### src/rtl/century_clock_pkg.sv
// Shared types and helpers for the century clock front end.
// Holds the auto-repeat state encoding and the ms-to-cycles conversion.
package century_clock_pkg;

    typedef enum logic [1:0] {
        IDLE   = 2'd0,
        DELAY  = 2'd1,
        REPEAT = 2'd2,
        LOCKED = 2'd3
    } btn_rpt_state_t;

    localparam int unsigned BTN_UP   = 0;
    localparam int unsigned BTN_DOWN = 1;
    localparam int unsigned BTN_SEL  = 2;
    localparam int unsigned NUM_BTN  = 3;

    function automatic int unsigned ms_to_cycles(input int unsigned f_clk,
                                                 input int unsigned ms);
        return f_clk / 1000 * ms;
    endfunction

endpackage

### src/rtl/btn_debounce.sv
// One button channel: 2-FF synchronizer, debounce counter, stable level
// and a one-cycle strobe on each accepted press (stable 0 -> 1).
module btn_debounce
    import century_clock_pkg::*;
#(
    parameter int unsigned DB_CYCLES  = 4,
    parameter bit          ACTIVE_LOW = 1'b1
) (
    input  logic clk,
    input  logic rst_n,
    input  logic raw,
    output logic held,
    output logic press
);

    localparam int unsigned CW = $clog2(DB_CYCLES);

    logic          raw_norm;
    logic          sync1_q, sync1_d;
    logic          sync2_q, sync2_d;
    logic          stable_q, stable_d;
    logic [CW-1:0] cnt_q, cnt_d;
    logic          press_q, press_d;

    assign raw_norm = ACTIVE_LOW ? ~raw : raw;

    always_comb begin
        sync1_d  = raw_norm;
        sync2_d  = sync1_q;
        stable_d = stable_q;
        cnt_d    = cnt_q;
        press_d  = 1'b0;
        if (sync2_q != stable_q) begin
            // Level has disagreed long enough: accept it and flag a press.
            if (cnt_q == CW'(DB_CYCLES - 1)) begin
                stable_d = ~stable_q;
                cnt_d    = '0;
                press_d  = ~stable_q;
            end else begin
                cnt_d = cnt_q + 1'b1;
            end
        end else begin
            cnt_d = '0;
        end
    end

    always_ff @(posedge clk) begin
        if (!rst_n) begin
            sync1_q  <= 1'b0;
            sync2_q  <= 1'b0;
            stable_q <= 1'b0;
            cnt_q    <= '0;
            press_q  <= 1'b0;
        end else begin
            sync1_q  <= sync1_d;
            sync2_q  <= sync2_d;
            stable_q <= stable_d;
            cnt_q    <= cnt_d;
            press_q  <= press_d;
        end
    end

    assign held  = stable_q;
    assign press = press_q;

endmodule

### src/rtl/button_conditioner.sv
// Conditions the up/down/select buttons: debounced levels, press events,
// hold-to-repeat with up/down interlock, and sticky requests cleared by ack.
module button_conditioner
    import century_clock_pkg::*;
#(
    parameter int unsigned F_CLK           = 50_000_000,
    parameter int unsigned DEBOUNCE_MS     = 20,
    parameter int unsigned REPEAT_DELAY_MS = 500,
    parameter int unsigned REPEAT_RATE_MS  = 100,
    parameter bit          ACTIVE_LOW      = 1'b1
) (
    input  logic clk,
    input  logic rst_n,
    input  logic btn_up_raw,
    input  logic btn_down_raw,
    input  logic btn_sel_raw,
    output logic up_pulse,
    output logic down_pulse,
    output logic sel_pulse,
    output logic up_req,
    output logic down_req,
    output logic sel_req,
    input  logic up_ack,
    input  logic down_ack,
    input  logic sel_ack,
    output logic up_held,
    output logic down_held,
    output logic sel_held
);

    localparam int unsigned DB_CYCLES = ms_to_cycles(F_CLK, DEBOUNCE_MS);
    localparam int unsigned RD_CYCLES = ms_to_cycles(F_CLK, REPEAT_DELAY_MS);
    localparam int unsigned RR_CYCLES = ms_to_cycles(F_CLK, REPEAT_RATE_MS);
    localparam int unsigned TMR_LIMIT = (RD_CYCLES > RR_CYCLES) ? RD_CYCLES : RR_CYCLES;
    localparam int unsigned TW        = $clog2(TMR_LIMIT);

    generate
        if (DB_CYCLES < 2 || RD_CYCLES < 2 || RR_CYCLES < 2) begin : g_bad_params
            $error("button_conditioner: every cycle limit must be at least 2");
        end
    endgenerate

    logic [NUM_BTN-1:0] raw_vec;
    logic [NUM_BTN-1:0] ack_vec;
    logic [NUM_BTN-1:0] held_vec;
    logic [NUM_BTN-1:0] press_vec;
    logic [NUM_BTN-1:0] pulse_set_vec;
    logic [NUM_BTN-1:0] pulse_vec;
    logic [NUM_BTN-1:0] req_vec;

    assign raw_vec = {btn_sel_raw, btn_down_raw, btn_up_raw};
    assign ack_vec = {sel_ack, down_ack, up_ack};

    genvar gi;
    generate
        for (gi = 0; gi < NUM_BTN; gi++) begin : g_btn
            logic req_q, req_d;

            btn_debounce #(
                .DB_CYCLES  (DB_CYCLES),
                .ACTIVE_LOW (ACTIVE_LOW)
            ) u_debounce (
                .clk   (clk),
                .rst_n (rst_n),
                .raw   (raw_vec[gi]),
                .held  (held_vec[gi]),
                .press (press_vec[gi])
            );

            // A new event on the same edge as an ack keeps the request set.
            always_comb begin
                req_d = pulse_set_vec[gi] | (req_q & ~ack_vec[gi]);
            end

            always_ff @(posedge clk) begin
                if (!rst_n) begin
                    req_q <= 1'b0;
                end else begin
                    req_q <= req_d;
                end
            end

            assign req_vec[gi] = req_q;
        end

        for (gi = 0; gi < 2; gi++) begin : g_rpt
            localparam int OTHER = 1 - gi;

            btn_rpt_state_t state_q, state_d;
            logic [TW-1:0]  timer_q, timer_d;
            logic           pulse_q, pulse_d;

            always_comb begin
                state_d = state_q;
                timer_d = timer_q;
                pulse_d = 1'b0;
                case (state_q)
                    IDLE: begin
                        timer_d = '0;
                        if (press_vec[gi]) begin
                            if (held_vec[OTHER]) begin
                                state_d = LOCKED;
                            end else begin
                                state_d = DELAY;
                                pulse_d = 1'b1;
                            end
                        end
                    end
                    DELAY: begin
                        // Release outranks interlock, which outranks expiry.
                        if (!held_vec[gi]) begin
                            state_d = IDLE;
                        end else if (held_vec[OTHER]) begin
                            state_d = LOCKED;
                        end else if (timer_q == TW'(RD_CYCLES - 1)) begin
                            state_d = REPEAT;
                            timer_d = '0;
                            pulse_d = 1'b1;
                        end else begin
                            timer_d = timer_q + 1'b1;
                        end
                    end
                    REPEAT: begin
                        if (!held_vec[gi]) begin
                            state_d = IDLE;
                        end else if (held_vec[OTHER]) begin
                            state_d = LOCKED;
                        end else if (timer_q == TW'(RR_CYCLES - 1)) begin
                            timer_d = '0;
                            pulse_d = 1'b1;
                        end else begin
                            timer_d = timer_q + 1'b1;
                        end
                    end
                    LOCKED: begin
                        if (!held_vec[gi]) begin
                            state_d = IDLE;
                        end
                    end
                    default: begin
                        state_d = IDLE;
                    end
                endcase
            end

            always_ff @(posedge clk) begin
                if (!rst_n) begin
                    state_q <= IDLE;
                    timer_q <= '0;
                    pulse_q <= 1'b0;
                end else begin
                    state_q <= state_d;
                    timer_q <= timer_d;
                    pulse_q <= pulse_d;
                end
            end

            assign pulse_set_vec[gi] = pulse_d;
            assign pulse_vec[gi]     = pulse_q;
        end
    endgenerate

    // Select has no repeat: each accepted press becomes one registered pulse.
    logic sel_pulse_q, sel_pulse_d;

    always_comb begin
        sel_pulse_d = press_vec[BTN_SEL];
    end

    always_ff @(posedge clk) begin
        if (!rst_n) begin
            sel_pulse_q <= 1'b0;
        end else begin
            sel_pulse_q <= sel_pulse_d;
        end
    end

    assign pulse_set_vec[BTN_SEL] = sel_pulse_d;
    assign pulse_vec[BTN_SEL]     = sel_pulse_q;

    assign up_pulse   = pulse_vec[BTN_UP];
    assign down_pulse = pulse_vec[BTN_DOWN];
    assign sel_pulse  = pulse_vec[BTN_SEL];
    assign up_req     = req_vec[BTN_UP];
    assign down_req   = req_vec[BTN_DOWN];
    assign sel_req    = req_vec[BTN_SEL];
    assign up_held    = held_vec[BTN_UP];
    assign down_held  = held_vec[BTN_DOWN];
    assign sel_held   = held_vec[BTN_SEL];

endmodule

### config.mk
export PLATFORM = sky130hd
export DESIGN_NAME = button_conditioner
export DESIGN_NICKNAME = d
export VERILOG_FILES = /design/src/rtl/century_clock_pkg.sv /design/src/rtl/btn_debounce.sv /design/src/rtl/button_conditioner.sv
export SDC_FILE = /design/constraint.sdc
export NUM_CORES = 1
export LEC_CHECK = 0
export ABC_CLOCK_PERIOD_IN_PS = 3500
export CAP_MARGIN = 10
export CORE_UTILIZATION = 54
export CTS_BUF_LIST = sky130_fd_sc_hd__clkbuf_16
export CTS_CLUSTER_DIAMETER = 40
export DETAILED_ROUTE_END_ITERATION = 7
export PLACE_DENSITY = 0.71
export REMOVE_ABC_BUFFERS = 1
export SKIP_LAST_GASP = 1
export SYNTH_ARGS = -nofsm -noshare
export SYNTH_HDL_FRONTEND = slang
export SYNTH_SLANG_ARGS = --single-unit
### constraint.sdc
create_clock -name clk -period 3.5 [get_ports clk]
set_input_delay 1.05 -clock clk [delete_from_list [all_inputs] [get_ports clk]]
set_output_delay 1.05 -clock clk [all_outputs]
set_load 0.02 [all_outputs]
==> results of run 1 <==
## layout make-up
type / count / area, um2 / area share
clock buffer: 17 / 425 / 0.0603
inverter: 29 / 109 / 0.0154
tap: 140 / 175 / 0.0248
multi-input combinational: 547 / 3340 / 0.474
timing repair buffer: 23 / 213 / 0.0302
sequential: 132 / 2640 / 0.375
clock inverter: 14 / 146 / 0.0208
## worst min path at each step
stage                                            from  depth (start not counted)                           to
final                     g_btn[1].u_debounce.sync1_q                          1  g_btn[1].u_debounce.sync2_q
after global routing      g_btn[1].u_debounce.sync1_q                          1  g_btn[1].u_debounce.sync2_q
after CTS                 g_btn[1].u_debounce.sync1_q                          1  g_btn[1].u_debounce.sync2_q
after detailed placement  g_btn[0].u_debounce.sync1_q                          1  g_btn[0].u_debounce.sync2_q
after global placement    g_btn[0].u_debounce.sync1_q                          1  g_btn[0].u_debounce.sync2_q
after floorplan           g_btn[0].u_debounce.sync1_q                          1  g_btn[0].u_debounce.sync2_q
## through the flow
| stage | worst slack, ns | power (mW) | utilization | cell area (um2) | cells |
|---|---|---|---|---|---|
| 3_5_place_dp | 0.301 | 2.26 | 0.590 | 6480 | 871 |
| 6_report | 0.392 | 3.95 | 0.642 | 7050 | 902 |
| 4_1_cts | 0.387 | 3.98 | 0.642 | 7050 | 902 |
| 5_1_grt | 0.0950 | 4.14 | 0.642 | 7050 | 902 |
| 3_3_place_gp | 0.360 | 2.24 | 0.590 | 6480 | 871 |
| 2_1_floorplan | 0.693 | 2.07 | - | 6090 | 708 |
## state kept, by name, summed over array words and instances (netlist names), 3 cells and up
signal	flops
g_btn.u_debounce.sync1_q	3
g_rpt.state_q	4
g_btn.u_debounce.held	3
g_btn.u_debounce.press	3
g_btn.u_debounce.sync2_q	3
g_btn.u_debounce.cnt_q	60
g_rpt.timer_q	50
## layer usage
layer / vias up / track usage / routed length (um)
met4: 0 / 0.0637 / 156
met2: 66 / 0.377 / 5990
met3: 15 / 0.0699 / 342
li1: 2563 / - / -
met5: - / 0 / 0
met1: 2418 / 0.279 / 5750
## cell families (layout without fill, tap and decap cells)
logic type | Yosys count | after routing
AND/OR/NAND/NOR | 372 | 372
multiplexers | 7 | 7
flip-flops | 132 | 132
XOR/XNOR | 86 | 86
adder cells (fa/ha/maj) | 17 | 17
buffers and inverters | 49 | 83
AO/OA/AOI/OAI | 65 | 65
## power groups by stage
stage	logic (mW)	registers, mW	clock network, mW
6_report	0.661	1.57	1.71
5_1_grt	0.742	1.58	1.82
4_1_cts	0.659	1.57	1.74
3_5_place_dp	0.652	1.60	0
3_3_place_gp	0.636	1.60	0
2_1_floorplan	0.470	1.60	0
## worst register-to-register path: stages, from the launching register on
cell and delay [ns]:
dfxtp_1 0.40, ha_1 0.28, and4_1 0.36, nand4_1 0.14
nor3_1 0.50, o32ai_1 0.18, nor2_1 0.88, o21ai_0 0.22
## cell usage in the layout, fill, tap and decap left out, types with 4 or more instances in the layout
cell,netlist,layout
and3_1,18,18
nor3_1,16,16
xnor2_1,33,33
or4_1,10,10
inv_1,29,31
buf_4,0,7
a31oi_1,8,8
nor4_1,6,6
nor4b_1,7,7
a211oi_1,4,4
mux2i_1,7,7
a21oi_1,15,15
nand4_1,28,28
nor2_1,131,131
xor2_1,53,53
a21o_1,4,4
clkbuf_16,0,17
nand2_1,55,55
clkdlybuf4s50_1,0,16
nand3_1,53,53
nor2b_1,5,5
and2_1,6,6
and4_1,11,11
o21ai_0,16,16
or3_1,6,6
dfxtp_1,132,132
ha_1,17,17
==> summary.txt, run 1 <==
Outcome
  • Status: finished clean

Floorplanning
  • # IOs: 17
  • Die Y: 109 um
  • DIE WIDTH: 109 um
  • Rows: 38
  • Starting Density: 0.563
  • Die footprint: between 10,000 and 15,000 um2
  • Core footprint: 11,000 um2

Timing
  • Unrepaired setup endpoints after global routing: false
  • Hold WS: between 0.4 and 0.5 ns
  • Worst-Margin Slew: ~1.1 ns
  • Final setup TNS: 0 ns
  • Final setup skew: 0.0140 ns
  • Max Slew Vio Count: 0
  • # setup viols final: 0
  • Fin crit period: 3.11 ns
  • Worst slew margin: 0.242
  • Peak Freq: between 0.3 and 0.4 GHz
  • Final period utilization: 0.888
  • Hold Vio Cnt, Final: 0

Power
  • Internal Pwr Total: between 2 and 3 mW
  • Switching part of the total: 0.274
  • Logic pwr share: 0.167
  • Static Leak: about 2.4 nW
  • Reg power frac: 0.398
  • Psw: 1.08 mW
  • Power per cell area: between 500 and 600 nW/um2
  • Worst IR drop on VDD: 0.402 mV
  • Clock network fraction of design power: 0.434

Clocking
  • CTS tree: built
  • Cts bufs inserted: 17
  • CTS Hold Bufs: 0
  • Clock Latency Late Sink: 0.42 ns
  • H-tree levels: 4
  • CTS sink cnt: 132
  • Clk pin slew, worst setup/hold paths: about 0.05 ns
  • Clock root cell: clkbuf_16
  • # resized after CTS: 0
  • # Post-CTS Setup Buffers: 0
  • CTS max path bufs: 2

Critical path
  • Critical-path top delay cell: nor2_1
  • Worst Path Buf+Inv: 0
  • Critical register-to-register path startpoint: g_rpt[1].timer_q[0]
  • Worst setup path endpoint: g_rpt[1].timer_q[15]
  • Critical path depth: 7
  • R2R Setup Slk: about 0.39 ns
  • CP Launch Type: register
  • CP Capture Type: register
  • Cell Chain, Critical Path: ha_1, and4_1, nand4_1, nor3_1, o32ai_1, nor2_1, o21ai_0
  • Worst R2R End: g_rpt[1].timer_q[15]
  • Setup crit start: g_rpt[1].timer_q[0]
  • CP arrival: between 3 and 4 ns
  • WP data required: 3.75 ns
  • Worst path max stage delay: roughly 0.9 ns
  • Worst Setup Path Type: register to register
  • Max FO, Critical Path: 19
  • R2R cell count: 7
  • Critical path's top delay family: simple AND/OR/NAND/NOR gates

Global routing
  • Initial antenna violation count: 0
  • Vias in the first global route: about 4.8k
  • First-pass GRT wire length: about 21,000 um
  • Largest net degree at the start of global routing: 21
  • All-layer global routing usage: 0.226
  • Gr ovfl total: 0

Hold path
  • Min-delay worst type: register to register

Yosys
  • Main combinational cell family by area after synthesis: simple AND/OR/NAND/NOR gates
  • Simple-Gate Fraction of Synth Area: 0.302
  • Post-Synth XOR/XNOR Area: 0.122
  • Adder-cell area share of the yosys netlist: 0.0344
  • Post-synth EDFFs: 0
  • Synth top area share: 0.428
  • Avg Inst Size Synth: 8.49 um2
  • Seq/Total Area, Yosys: 0.428
  • Synth async-reset ratio: 0
  • Synth cell types: 54
  • Post-synth top cells: 132 x dfxtp_1, 131 x nor2_1, 55 x nand2_1
  • Count leader, synth: dfxtp_1
  • Primary FF master, synth: dfxtp_1
  • Post-synthesis mux area share: 0.0113
  • Yosys warns: 0
  • Area contributors post-synth: dfxtp_1 43%, nor2_1 8.0%, xor2_1 7.5%
  • Synth Cell Area: between 6000 and 7000 um2
  • Compound-Gate Fraction of Synth Area: 0.0700
  • Cell count after synthesis: 728
  • Cell taking the most area after synthesis: dfxtp_1
  • Synth Register Bits: around 130

Drt
  • Vias per inst: 5.61
  • First-pass detailed-route iteration total: 5
  • DRC viols: 0
  • Via Count: between 5k and 6k
  • DR WL/cell: approximately 14 um
  • Initial drt markers: 342
  • Post-Route WL: approximately 12,000 um
  • Routed Antenna Nets: 0

Final layout
  • Share of cells above drive strength 1: 0.0564
  • Nets: between 700 and 800
  • P&R area growth vs syn: 14.0%
  • Antenna fix cells: 0
  • Fill cells: roughly 950

Placement
  • IO buf count: 16
  • Placer's final routability congestion estimate: between 0.8 and 0.9
  • DPL Wire Length: 8430 um

Flow run
  • # Max-Cap Violations: 0
Power figures use the tool's default switching activity.
==> run 2, diff against run 1 <==
--- a/config.mk
+++ b/config.mk
@@ -5,8 +5,8 @@
 export SDC_FILE = /design/constraint.sdc
 export NUM_CORES = 1
 export LEC_CHECK = 0
+export ABC_AREA = 1
 export ABC_CLOCK_PERIOD_IN_PS = 3500
-export CAP_MARGIN = 10
 export CORE_UTILIZATION = 54
 export CTS_BUF_LIST = sky130_fd_sc_hd__clkbuf_16
 export CTS_CLUSTER_DIAMETER = 40
==> run 2 against run 1 <==
Compared with the run above: global-route usage is 0.13 points higher; flip-flop and latch count stayed put; non-clock buffer count is 5 lower; via count is 16% higher.
==> summary.txt, run 2 <==
Outcome
  • Status: finished clean

Clocking
  • Clk pin slew, worst setup/hold paths: 0.06 ns (about the same)
  • CTS tree: built
  • CTS Hold Bufs: 0 (unchanged)
  • # resized after CTS: 0 (unchanged)
  • Clock root cell: clkbuf_16
  • Clock Latency Late Sink: 0.42 ns (about the same)
  • CTS max path bufs: 2 (unchanged)
  • # Post-CTS Setup Buffers: 0 (unchanged)
  • CTS sink cnt: 132 (unchanged)
  • Cts bufs inserted: 17 (unchanged)
  • H-tree levels: 4 (unchanged)

Drt
  • DRC viols: 0 (unchanged)
  • Initial drt markers: 346 (+1.2%)
  • First-pass detailed-route iteration total: 5 (unchanged)
  • Routed Antenna Nets: 0 (unchanged)
  • DR WL/cell: 11.7 um (-14%)
  • Vias per inst: 5.00 (-11%)
  • Post-Route WL: 13,700 um (+12%)
  • Via Count: 5,864 (+16%)

Timing
  • Final setup skew: 0.00578 ns (-0.00821 ns)
  • Worst-Margin Slew: 0.636 ns (-0.496 ns)
  • Final period utilization: 0.788 (-0.0997)
  • Unrepaired setup endpoints after global routing: false
  • Worst slew margin: 0.575 (+0.332)
  • Max Slew Vio Count: 0 (unchanged)
  • Hold Vio Cnt, Final: 0 (unchanged)
  • Hold WS: 0.427 ns (-0.00861 ns)
  • Setup ws final: 0.741 ns (+0.349 ns)
  • # setup viols final: 0 (unchanged)
  • Peak Freq: 0.363 GHz (+13%)
  • Final setup TNS: 0 ns (unchanged)
  • Fin crit period: 2.76 ns (-0.349 ns)

Yosys
  • Adder-cell area share of the yosys netlist: 0.0313 (-0.00311)
  • Yosys warns: 0 (unchanged)
  • Post-synthesis mux area share: 0.00295 (-0.00839)
  • Synth Register Bits: 132 (unchanged)
  • Synth cell types: 44 (-19%)
  • Cell count after synthesis: 967 (+33%)
  • Post-synth top cells: 187 x nand2_1, 179 x nor2_1, 132 x dfxtp_1
  • Cell taking the most area after synthesis: dfxtp_1
  • Post-Synth XOR/XNOR Area: 0.0606 (-0.0613)
  • Simple-Gate Fraction of Synth Area: 0.375 (+0.0726)
  • Avg Inst Size Synth: 7.03 um2 (-17%)
  • Main combinational cell family by area after synthesis: simple AND/OR/NAND/NOR gates
  • Post-synth EDFFs: 0 (unchanged)
  • Synth top area share: 0.389 (-0.0387)
  • Area contributors post-synth: dfxtp_1 39%, nand2_1 10%, nor2_1 9.9%
  • Synth async-reset ratio: 0 (unchanged)
  • Synth Cell Area: 6800 um2 (+9.9%)
  • Seq/Total Area, Yosys: 0.389 (-0.0387)
  • Primary FF master, synth: dfxtp_1
  • Compound-Gate Fraction of Synth Area: 0.0556 (-0.0144)
  • Count leader, synth: nand2_1

Floorplanning
  • DIE WIDTH: 114 um (+4.8%)
  • # IOs: 17 (unchanged)
  • Rows: 40 (+5.3%)
  • Die footprint: 13,000 um2 (+9.8%)
  • Starting Density: 0.559 (-0.00403)
  • Core footprint: 12,200 um2 (+11%)
  • Die Y: 114 um (+4.8%)

Critical path
  • Critical path's top delay family: buffers and inverters
  • R2R cell count: 10 (+3)
  • R2R Setup Slk: 1.31 ns (+0.92 ns)
  • Critical-path top delay cell: clkdlybuf4s50_1
  • CP Capture Type: output pin
  • Worst Setup Path Type: register to output pin
  • Critical register-to-register path startpoint: g_rpt[1].state_q[0]
  • Worst path max stage delay: 0.71 ns (-0.17 ns)
  • Cell Chain, Critical Path: clkdlybuf4s50_1
  • Max FO, Critical Path: 9 (-10)
  • CP Launch Type: register
  • Worst Path Buf+Inv: 1 (+1)
  • Worst R2R End: g_rpt[1].timer_q[14]
  • CP arrival: 1.71 ns (-1.65 ns)
  • WP data required: 2.45 ns (-1.30 ns)

Global routing
  • Initial antenna violation count: 0 (unchanged)
  • Largest net degree at the start of global routing: 23 (+9.5%)
  • First-pass GRT wire length: 23,700 um (+12%)
  • Gr ovfl total: 0 (unchanged)
  • All-layer global routing usage: 0.227 (+0.00130)
  • Vias in the first global route: 5,377 (+12%)

Placement
  • DPL Wire Length: 9840 um (+17%)
  • Placer's final routability congestion estimate: 0.850 (+4.2%)
  • Number of cells after detailed placement: 1,140 (+31%)
  • Pre-CTS setup slack: 0.782 ns (+0.481 ns)
  • IO buf count: 16 (unchanged)
  • Placed cell areas: 7070 um2 (+9.1%)

Final layout
  • Leading cell type in the layout, fill and taps excluded: nand2_1
  • Commonest cells after routing, fill and taps aside: 187 x nand2_1, 179 x nor2_1, 132 x dfxtp_1
  • Nets: 1,016 (+31%)
  • Share of cells above drive strength 1: 0.0767 (+0.0203)
  • Top flop regs: g_btn.u_debounce.cnt_q x60, g_rpt.timer_q x50, g_rpt.state_q x4
  • Reg with most FFs: g_btn.u_debounce.cnt_q
  • Post-route design area: 7630 um2 (+8.3%)
  • Non-Filler Instances: 1,172 (+30%)
  • Antenna fix cells: 0 (unchanged)
  • Max reg flops: 60 (unchanged)
  • P&R area growth vs syn: 12.3%

Hold path
  • Min-delay worst type: register to register
  • WHS Path Cells: 2 (+1)
  • WHS Endpoint: g_btn[2].u_debounce.sync2_q
  • HP Start: g_btn[2].u_debounce.sync1_q

Power
  • Power per cell area: 521 nW/um2 (-6.9%)
  • Worst IR drop on VDD: 0.355 mV (-12%)
  • Static Leak: 2.77 nW (+17%)

Flow run
  • # Max-Cap Violations: 0 (unchanged)
-- run 2: cell count changes in the layout (fill, tap and decap cells not counted), moves of 11 or more --
| cell | before | now |
|---|---|---|
| nor3_1 | 16 | 47 |
| and4_1 | 11 | 0 |
| nor2_2 | 0 | 11 |
| xor2_1 | 53 | 31 |
| nor2_1 | 131 | 179 |
| nand3_1 | 53 | 65 |
| nand2_1 | 55 | 187 |
| and3_1 | 18 | 1 |
| xnor2_1 | 33 | 16 |
| nand2_2 | 0 | 13 |
| a21oi_1 | 15 | 31 |
| inv_1 | 31 | 118 |
-- run 2: area by class of cell --
type / count / area (um2)
Clock buffer: 17 / 425
Clock inverter: 15 / 141
Fill cell: 1155 / 4530
Inverter: 123 / 467
Multi-Input combinational cell: 699 / 3570
Sequential cell: 132 / 2640
Tap cell: 168 / 210
Timing Repair Buffer: 18 / 175
-- run 2: how the worst max path moves through the flow --
stage | from | endpoint | cells after the start
6_report | g_btn[0].u_debounce.held | up_held | 1
5_1_grt | g_btn[0].u_debounce.held | up_held | 1
4_1_cts | g_btn[0].u_debounce.held | up_held | 1
3_5_place_dp | rst_n | g_btn[1].u_debounce.cnt_q[7] | 5
3_3_place_gp | rst_n | g_btn[1].u_debounce.cnt_q[14] | 6
2_1_floorplan | rst_n | g_btn[1].u_debounce.cnt_q[14] | 5
-- run 2: metal layers --
metal / global-route usage / vias to the layer above / routed length (um)
met3: 0.0582 / 16 / 495
li1: - / 3149 / -
met1: 0.300 / 2623 / 6900
met4: 0.0745 / 0 / 163
met2: 0.361 / 76 / 6120
met5: 0 / - / 0
-- run 2: power by group --
part | internal, mW | leakage, nW | switching (mW)
Sequential | 1.54 | 1.07 | 0.0333
Combinational | 0.186 | 1.44 | 0.526
Clock | 1.03 | 0.262 | 0.658
Total | 2.76 | 2.77 | 1.22
-- run 2: logic make-up after synthesis --
kind of cell	Yosys count
adders and majority gates	17
AOI/OAI and AO/OA	68
DFF	132
muxes	2
and+or+nand+nor	565
xor gates and xnor gates	47
buffers and inverters	136
-- run 2: through the flow --
step | utilization | total power [mW]
floorplan | - | 2.14
global placement | 0.581 | 2.31
detailed placement | 0.581 | 2.32
CTS | 0.628 | 4.02
global route | 0.628 | 4.20
finish | 0.628 | 3.98
==> run 3, diff against run 2 <==
--- a/config.mk
+++ b/config.mk
@@ -6,12 +6,12 @@
 export NUM_CORES = 1
 export LEC_CHECK = 0
 export ABC_AREA = 1
-export ABC_CLOCK_PERIOD_IN_PS = 3500
+export ABC_CLOCK_PERIOD_IN_PS = 2250
 export CORE_UTILIZATION = 54
 export CTS_BUF_LIST = sky130_fd_sc_hd__clkbuf_16
 export CTS_CLUSTER_DIAMETER = 40
 export DETAILED_ROUTE_END_ITERATION = 7
-export PLACE_DENSITY = 0.71
+export PLACE_DENSITY = 0.74
 export REMOVE_ABC_BUFFERS = 1
 export SKIP_LAST_GASP = 1
 export SYNTH_ARGS = -nofsm -noshare
==> constraint.sdc (replaced) <==
create_clock -name clk -period 2.25 [get_ports clk]
set_input_delay 0.675 -clock clk [delete_from_list [all_inputs] [get_ports clk]]
set_output_delay 0.675 -clock clk [all_outputs]
set_load 0.02 [all_outputs]
==> run 3 against run 2 <==
Compared with the run above: global-route usage is 0.094 points lower; register-to-register slack worse by 1.1 ns; clock skew increased by 0.0012 ns; cell count grew 0.60%; first-iteration DRC count is 24% higher; clock power up 49%; combinational power up 66%; critical path type unchanged; critical endpoint unchanged; largest cell class unchanged; highest routed layer unchanged.
==> summary.txt, run 3 (same netlist as run 2, synthesis figures left out) <==
Drt
  • Post-Route WL: 13,500 um (-1.3%)
  • Routed Antenna Nets: 0 (unchanged)
  • DRC viols: 0 (unchanged)
  • Via Count: 5,902 (+0.65%)
  • Initial drt markers: 428 (+24%)
  • First-pass detailed-route iteration total: 5 (unchanged)
  • Vias per inst: 5.01 (about the same)
  • DR WL/cell: 11.5 um (-1.9%)

Floorplanning
  • # IOs: 17 (unchanged)
  • DIE WIDTH: 114 um (unchanged)
  • Starting Density: 0.559 (unchanged)
  • Die footprint: 13,000 um2 (unchanged)
  • Core footprint: 12,200 um2 (unchanged)
  • Die Y: 114 um (unchanged)
  • Rows: 40 (unchanged)

Placement
  • DPL Wire Length: 9720 um (-1.2%)
  • Placer's final routability congestion estimate: 0.879 (+3.4%)
  • Placed cell areas: 7120 um2 (+0.74%)
  • Number of cells after detailed placement: 1,147 (+0.61%)
  • IO buf count: 16 (unchanged)

Critical path
  • R2R cell count: 12 (+2)
  • Max FO, Critical Path: 5 (-4)
  • Critical-path top delay cell: clkdlybuf4s50_1
  • Worst Path Buf+Inv: 1 (unchanged)
  • CP arrival: 1.46 ns (-0.25 ns)
  • Worst Setup Path Type: register to output pin
  • Worst path max stage delay: 0.63 ns (-0.08 ns)
  • Worst R2R End: g_rpt[1].timer_q[22]
  • R2R Setup Slk: 0.25 ns (-1.06 ns)
  • Critical path's top delay family: buffers and inverters
  • CP Launch Type: register
  • Critical register-to-register path startpoint: g_rpt[1].state_q[0]
  • Cell Chain, Critical Path: clkdlybuf4s50_1
  • CP Capture Type: output pin
  • WP data required: 1.57 ns (-0.88 ns)

Final layout
  • Non-Filler Instances: 1,179 (+0.60%)
  • Footprint of the multi-input gates: 3580 um2 (+0.14%)
  • Antenna fix cells: 0 (unchanged)
  • Max reg flops: 60 (unchanged)
  • Reg with most FFs: g_btn.u_debounce.cnt_q
  • Nets: 1,024 (+0.79%)
  • P&R area growth vs syn: 12.8%
  • Commonest cells after routing, fill and taps aside: 187 x nand2_1, 179 x nor2_1, 131 x dfxtp_1
  • Fill cells: 1,109 (-4.0%)
  • Top flop regs: g_btn.u_debounce.cnt_q x60, g_rpt.timer_q x50, g_rpt.state_q x4
  • Leading cell type in the layout, fill and taps excluded: nand2_1
  • Storage cell area: 2640 um2 (about the same)
  • Post-route design area: 7670 um2 (+0.44%)
  • Share of cells above drive strength 1: 0.0781 (+0.00145)

Timing
  • Worst slew margin: 0.705 (+0.131)
  • Final setup TNS: 0 ns (unchanged)
  • # setup viols final: 0 (unchanged)
  • Worst-Margin Slew: 0.441 ns (-0.195 ns)
  • Fin crit period: about 2.1 ns
  • Unrepaired setup endpoints after global routing: false
  • Max Slew Vio Count: 0 (unchanged)
  • Peak Freq: approximately 0.47 GHz
  • Final period utilization: 0.950
  • Hold Vio Cnt, Final: 0 (unchanged)
  • Final setup skew: 0.00702 ns (+0.00123 ns)

Global routing
  • Initial antenna violation count: 0 (unchanged)
  • All-layer global routing usage: 0.226 (-0.000936)
  • Vias in the first global route: 5,319 (-1.1%)
  • First-pass GRT wire length: 23,700 um (about the same)
  • Gr ovfl total: 0 (unchanged)
  • Largest net degree at the start of global routing: 23 (unchanged)

Hold path
  • Min-delay worst type: register to register
  • WHS Path Cells: 2 (unchanged)
  • WHS Endpoint: g_btn[1].u_debounce.sync2_q
  • HP Start: g_btn[1].u_debounce.sync1_q

Clocking
  • CTS max path bufs: 2 (unchanged)
  • H-tree levels: 4 (unchanged)
  • Clk pin slew, worst setup/hold paths: 0.05 ns (about the same)
  • CTS Hold Bufs: 0 (unchanged)
  • CTS sink cnt: 132 (unchanged)
  • Cts bufs inserted: 17 (unchanged)
  • Clock root cell: clkbuf_16
  • Clock Latency Late Sink: 0.42 ns (about the same)
  • CTS tree: built

Outcome
  • Status: finished clean

Power
  • Power per cell area: 800 nW/um2 (+53%)
  • Static Leak: 2.84 nW (+2.8%)
  • Worst IR drop on VDD: 0.542 mV (+53%)

Flow run
  • # Max-Cap Violations: 0 (unchanged)
[run 3: where the power goes]
| part | internal [mW] | total, mW | switching (mW) |
|---|---|---|---|
| sequential | 2.40 | 2.45 | 0.0537 |
| clock | 1.58 | 2.51 | 0.930 |
| combinational | 0.348 | 1.18 | 0.827 |
[run 3: cell type report]
cell class	count	area share
Clock inverter	14	0.0144
Clock buffer	17	0.0555
Tap cell	168	0.0274
Multi-Input combinational cell	699	0.466
Sequential cell	132	0.345
Inverter	123	0.0609
Timing Repair Buffer	26	0.0305
[run 3: per-stage QoR]
stage	utilization	hold WS (ns)	setup WS, ns	power, mW
6_report	0.630	0.414	0.112	6.13
5_1_grt	0.630	0.439	0.0386	6.48
4_1_cts	0.629	0.415	0.0810	6.20
3_5_place_dp	0.585	0.401	0.135	3.68
3_3_place_gp	0.585	0.394	0.174	3.67
2_1_floorplan	-	0.390	0.468	3.33
[run 3: timing repair]
action	CTS	global route
pin swaps	0	1
setup buffers	0	1
setup endpoints to repair	2	2
cloned	0	0
resized for setup	2	1
[run 3: worst max-delay path by stage]
stage               cells past startpoint                     start                            end  slack, ns
finish                                  1  g_btn[0].u_debounce.held                        up_held       0.11
global route                           12       g_rpt[0].state_q[0]           g_rpt[0].timer_q[23]       0.04
CTS                                     1  g_btn[0].u_debounce.held                        up_held       0.08
detailed placement                      6                     rst_n  g_btn[2].u_debounce.cnt_q[11]       0.13
global placement                        6                     rst_n  g_btn[2].u_debounce.cnt_q[17]       0.17
floorplan                              14       g_rpt[0].state_q[0]           g_rpt[0].timer_q[24]       0.47
[run 3: routing by layer]
layer | track usage | part of all wire | routed length, um
met4 | 0.0710 | 0.013 | 172
met1 | 0.292 | 0.50 | 6720
met5 | 0 | 0 | 0
met3 | 0.0609 | 0.041 | 554
met2 | 0.368 | 0.45 | 6060
